<file path="src/rtl/universal_shift_reg.sv">
// Universal shift register: parallel load, hold, shift/rotate L/R in STEP-bit steps,
// single-step or counted burst with busy/done. Define ARITH_SHIFT_EN to make op 101 an ASR.
module universal_shift_reg #(
  parameter int BITS  = 8,
  parameter int STEP  = 1,
  parameter int CNT_W = 4
) (
  input  logic             CLK,
  input  logic             RST,
  input  logic [BITS-1:0]  data,
  input  logic             Load,
  input  logic [2:0]       op,
  input  logic             step,
  input  logic             start,
  input  logic [CNT_W-1:0] count,
  input  logic [STEP-1:0]  SinL,
  input  logic [STEP-1:0]  SinR,
  output logic [BITS-1:0]  out,
  output logic [STEP-1:0]  soutL,
  output logic [STEP-1:0]  soutR,
  output logic             busy,
  output logic             done
);

  localparam logic [2:0] OP_SHL = 3'b001;
  localparam logic [2:0] OP_SHR = 3'b010;
  localparam logic [2:0] OP_ROL = 3'b011;
  localparam logic [2:0] OP_ROR = 3'b100;
`ifdef ARITH_SHIFT_EN
  localparam logic [2:0] OP_ASR = 3'b101;
`endif

  typedef enum logic {IDLE, RUN} state_t;

  state_t           state;
  logic [CNT_W-1:0] rem;
  logic [2:0]       op_lat;

  function automatic logic [BITS-1:0] apply_op(
    input logic [BITS-1:0] v,
    input logic [2:0]      o,
    input logic [STEP-1:0] sl,
    input logic [STEP-1:0] sr
  );
    logic [BITS-1:0] r;
    case (o)
      OP_SHL:  r = {v[BITS-1-STEP:0], sl};
      OP_SHR:  r = {sr, v[BITS-1:STEP]};
      OP_ROL:  r = {v[BITS-1-STEP:0], v[BITS-1 -: STEP]};
      OP_ROR:  r = {v[STEP-1:0], v[BITS-1:STEP]};
`ifdef ARITH_SHIFT_EN
      OP_ASR:  r = {{STEP{v[BITS-1]}}, v[BITS-1:STEP]};
`endif
      default: r = v;
    endcase
    return r;
  endfunction

  assign soutL = out[BITS-1 -: STEP];
  assign soutR = out[STEP-1:0];

  always_ff @(posedge CLK) begin
    if (RST) begin
      out    <= '0;
      busy   <= 1'b0;
      done   <= 1'b0;
      state  <= IDLE;
      rem    <= '0;
      op_lat <= 3'b000;
    end else begin
      done <= 1'b0;
      case (state)
        IDLE: begin
          if (Load) begin
            out <= data;
          end else if (start) begin
            // A zero-length burst still completes, so it reports done straight away.
            if (count != '0) begin
              op_lat <= op;
              rem    <= count;
              busy   <= 1'b1;
              state  <= RUN;
            end else begin
              done <= 1'b1;
            end
          end else if (step) begin
            out <= apply_op(out, op, SinL, SinR);
          end
        end
        RUN: begin
          if (Load) begin
            out   <= data;
            busy  <= 1'b0;
            rem   <= '0;
            state <= IDLE;
          end else begin
            out <= apply_op(out, op_lat, SinL, SinR);
            rem <= rem - CNT_W'(1);
            if (rem == CNT_W'(1)) begin
              busy  <= 1'b0;
              done  <= 1'b1;
              state <= IDLE;
            end
          end
        end
        default: state <= IDLE;
      endcase
    end
  end

endmodule

</file>
<file path="config.mk">
export PLATFORM = sky130hd
export DESIGN_NAME = universal_shift_reg
export DESIGN_NICKNAME = d
export VERILOG_FILES = /design/src/rtl/universal_shift_reg.sv
export SDC_FILE = /design/constraint.sdc
export NUM_CORES = 1
export LEC_CHECK = 0
export CORE_MARGIN = 4
export CORE_UTILIZATION = 52
export DETAILED_ROUTE_END_ITERATION = 8
export PLACE_DENSITY = 0.92
export SLEW_MARGIN = 10
export SYNTH_ARGS = -nofsm -noshare
export SYNTH_HDL_FRONTEND = slang
export SYNTH_SLANG_ARGS = --single-unit
</file>
<file path="constraint.sdc">
create_clock -name CLK -period 4 [get_ports CLK]
set_clock_uncertainty 0.15 [all_clocks]
set_input_delay 0.8 -clock CLK [delete_from_list [all_inputs] [get_ports CLK]]
set_output_delay 0.8 -clock CLK [all_outputs]
set_load 0.005 [all_outputs]
</file>
# Word-level counts from Yosys, hierarchy flattened
# Index checks and enable logic that the tools add are counted.
totals:
  regBits: 18
  in_bits: 22
op_classes:
  reduce_logical: 5
  eq_ne: 17
  n_addsub: 1
  n_bitwise: 2
  mux: 30
op_table:
  columns: ["operator", "count"]
  rows:
  - ["$pmux 8 s4", 2]
  - ["$mux 8", 4]
  - ["$mux 4", 4]
  - ["$pmux 8 s2", 1]
  - ["$mux 1", 15]
  - ["$eq 3x2->1 const B", 4]
  - ["$ne 6x2->1 const B", 2]
  - ["$reduce_and 4->1", 3]
  - ["$pmux 4 s2", 1]
  - ["$eq 3x1->1 const B", 2]
  - ["$eq 3x3->1 const B", 2]
  - ["$ne 2x2->1 const B", 3]
  - ["$ne 3x3->1 const B", 2]
  - ["$pmux 1 s2", 3]
  - ["$eq 4x1->1 const B", 1]
  - ["$reduce_bool 4->1", 1]
  - ["$sub 4x1->4 const B", 1]
  - ["$ne 3x2->1 const B", 1]
  - ["$reduce_and 3->1", 1]
  - ["$not 1->1", 2]

# Longest topological paths before layout
logic_depth:
  ltp_word: 6
  depth_mapped: 7
  ltp_nobuf: 6

# Worst setup path before layout
# OpenSTA, ideal clock, no wires.
synth_timing:
  kind: "input-to-reg"
  startpoint: "input count[2]"
  endpoint: "register op_lat[0]"
  setup_time_ns: 0.129
  arrival_ns: 1.902
  path_slack_ns: 1.820
  t_required_ns: 3.721
  stages: 5
  path_cell_list: "or4_1 clkbuf_1 nand3_1 mux2i_1 nor2_1"
synth_between:
  elab_chain_len: 2
synth_lines:
  columns: ["element", "line", "text"]
  rows:
  - ["from (decl)", "15", "input logic [CNT_W-1:0] count,"]
  - ["$reduce_bool 4->1", "78", "if (count != '0) begin"]
  - ["$reduce_and 4->1 (no line)", null, null]
  - ["to (signal assigned)", "79", "op_lat <= op;"]
  - ["to (decl)", "37", "logic [2:0] op_lat;"]
# No other way between the ends.
# A chain may end at the register's enable or synchronous reset.

# Worst setup path in the final report
layout_timing:
  startpoint: "input op[2]"
  endpoint: "register out[6]"
layout_between:
  elab_chain_len: 6
  word_cells_on_any_way: 11
  cone_classes: "5 x eq/ne; 5 x mux; 1 x reduce/logical"
layout_lines:
  columns: ["element", "line", "text"]
  rows:
  - ["from (decl)", "12", "input logic [2:0] op,"]
  - ["$eq 3x3->1 (tied with other cells)", "46", "case (o)"]
  - ["$pmux 8 s4", "46", null]
  - ["$mux 8", "86", "end else if (step) begin"]
  - ["$mux 8", "76", "end else if (start) begin"]
  - ["$mux 8", "74", "if (Load) begin"]
  - ["$pmux 8 s2", "72", "case (state)"]
  - ["to (signal assigned)", "75", "out <= data;"]
  - ["to (signal assigned)", "87", "out <= apply_op(out, op, SinL, SinR);"]
  - ["to (signal assigned)", "92", "out <= data;"]
  - ["to (decl)", "18", "output logic [BITS-1:0] out,"]
# Parallel ways exist; a longest one is shown, timed or not. The select of a mux whose other input is x is not followed.

==> key figures <==
Die
  – Full die area: about 3400 µm²
  – Boundary pin count: 34
  – Core Region: roughly 2300 µm²
  – # rows: 17
  – Die Height: approximately 58 µm
  – Starting Density: 56.4%
  – DIE WIDTH: a little under 60 µm

Route
  – DR iter-0 viols: 28
  – Metal2 WL: roughly 1600 µm
  – Detail Route Antenna Nets: 0
  – Met1 Wirelength: roughly 1400 µm
  – WL met3: ~170 µm
  – Final wirelength: between 3000 and 4000 µm
  – Via/cell ratio: about 5.9
  – Remaining DRCs: 0
  – Drt wl/cell: about 15 µm
  – Router iterations before antenna repair: 4
  – Vias: roughly 1.3k
  – Highest metal used: met4

Clocking
  – Post-CTS Hold Buffers: 0
  – Total clock sinks: 18
  – Clock tree buffer depth: 2
  – Worst-Skew Late Latency: between 0.2 and 0.3 ns
  – Clk slew on worst S/H paths: roughly 0.11 ns
  – Postcts setup bufs: 0
  – Post-cts resize count: 0
  – TritonCTS clock tree: done
  – Root Driver: clkbuf_4
  – CTS buffer count: 3
  – H-tree levels: 1

Timing
  – Final setup TNS: 0 ns
  – Relative slew slack: 50.9%
  – Period utilisation layout: 62.7%
  – Setup violations, final: 0
  – RSZ-0062 raised after global routing: false
  – Final slew viol count: 0
  – Final Hold Viols: 0
  – Max Clock Freq: 399 MHz
  – Final critical-path required period: approximately 2.5 ns
  – Slew at the pin closest to its max-slew limit: 0.734 ns

Finish
  – Area growth, synth to finish: 23.0%
  – Register area: about 360 µm²
  – ANT cells: 0
  – Most frequent cells in the layout: 33 x clkdlybuf4s50_1, 18 x nor2_1, 18 x dfxtp_1
  – FILL cells: 195
  – Cell Count, Final, Fillers Out: between 200 and 250
  – Area of the multi-input gates: 791 µm²
  – Most common cell after layout, fill and taps aside: clkdlybuf4s50_1
  – Layout cells sized above 1: between 8 and 9%
  – Post-layout net count: roughly 210

Synth
  – Register bit total from synthesis: 18
  – Post-synth EDFFs: 0
  – Ys Warns: 0
  – Synthesized net count: between 150 and 200
  – Cells after synthesis: approximately 160
  – Synthesized area: between 1000 and 1500 µm²
  – Sequential share of the synthesized area: between 20% and 30%
  – Yosys cell types: 49
  – Most used DFF post-synth: dfxtp_1
  – Async S/R FF share, synth: 0%
  – Post-Syn Area per Cell: 8.05 µm²

Global routing
  – Initial antenna violation count: 0
  – GRT Total Usage: 20.0%
  – First-pass GRT wire length: 5420 µm
  – Grt ovf: 0
  – Vias in the first global route: between 1k and 1.5k
  – Largest net degree at the start of global routing: 19

Placement
  – Final Wtd Congestion: between 0.9 and 1
  – Placed cell count: 208
  – Port Buf Inserts: 33
  – Hpwl dp: 2490 µm

Setup path
  – CP Launch Type: input port
  – Crit path DAT: about 2.6 ns
  – CP Class: in2reg
  – Critical Path End Type: flip-flop
  – WP data required: between 4 and 5 ns
  – CP Max Fanout: 9

Run
  – Max_cap viols: 0

Outcome
  – Status: complete, no violations

Pwr
  – Worst VDD drop: approximately 0.00019 V
  – Total power: 0.461 mW
  – P per Cell Area: ~290 nW/µm²
  – Leak pwr: between 0.5 and 0.6 nW

Hold path
  – Min-delay worst type: reg2reg
[final timing paths]
path	start	end	slack (ns)	cells past startpoint
worst max-delay path	op[2]	out[6]	1.49	5
worst max register to register	state	out[6]	1.89	4
worst min-delay path	busy	busy	0.32	2
worst min register to register	busy	busy	0.32	2
[cell type report]
cell class	count	share of cell area (%)
sequential	18	22.6
inverter	9	2.12
multi-input combinational	119	49.6
clock buffer	4	2.28
tap	28	2.20
timing repair buffer	34	21.2
[per-stage QoR]
stage / hold WS (ns) / area (µm²) / util [%] / setup WS [ns]
floorplan: 0.303 / 1300 / - / 1.82
global route: 0.360 / 1590 / 69.4 / 1.36
finish: 0.320 / 1590 / 69.4 / 1.49
detailed placement: 0.314 / 1560 / 67.8 / 1.17
CTS: 0.329 / 1590 / 69.4 / 1.49
global placement: 0.292 / 1560 / 67.8 / 1.26
[power by group]
part	switching [mW]	leakage, nW	internal, mW
Combinational	0.0612	0.421	0.0737
Clock	0.0606	0.0210	0.0554
Sequential	0.0172	0.148	0.193
[worst max-delay path, stage by stage]
cell and delay [ns]:
clkdlybuf4s50_1 0.54, nor3_1 0.20, and4b_1 0.32, or2_1 0.41
a311oi_1 0.28
[flip-flops by register name, indices dropped and copies added, names as in the netlist]
name / count
rem: 4
state: 1
out: 8
done: 1
op_lat: 3
busy: 1
[logic make-up (layout without fill, tap and decap cells)]
group	after synthesis	after routing	share of synthesized area (%)
compound gates	41	41	24.6
mux	8	8	6.27
simple gates	65	65	26.2
flops	18	18	27.8
xor+xnor	3	3	2.03
buf+inv	24	47	11.2
fa+ha+maj	2	2	1.93
[metal layers]
layer  up-vias  GRT usage, %
li1        628             -
met5         -             0
met3         6          4.68
met4         0          5.63
met2        39          35.2
met1       583          24.2
[synth_stat cells, types with 2 or more instances]
| library cell | instances | area, µm² |
|---|---|---|
| mux2i_1 | 7 | 70.1 |
| a311oi_1 | 4 | 35.0 |
| clkbuf_1 | 4 | 15.0 |
| nor2b_1 | 8 | 50.1 |
| nor3b_1 | 3 | 22.5 |
| nand2_1 | 10 | 37.5 |
| a311oi_2 | 2 | 30.0 |
| nor2_1 | 18 | 67.6 |
| dfxtp_1 | 18 | 360 |
| a21oi_1 | 9 | 45.0 |
| nor3_1 | 14 | 70.1 |
| ha_1 | 2 | 25.0 |
| buf_2 | 2 | 10.0 |
| inv_1 | 8 | 30.0 |
| o21a_1 | 2 | 15.0 |
| buf_6 | 6 | 67.6 |
| xnor2_1 | 3 | 26.3 |
| a211oi_1 | 2 | 15.0 |
| or2_2 | 2 | 12.5 |
| buf_4 | 2 | 15.0 |
| o21ai_0 | 7 | 35.0 |
No activity file was read; power rests on OpenSTA's default activity.
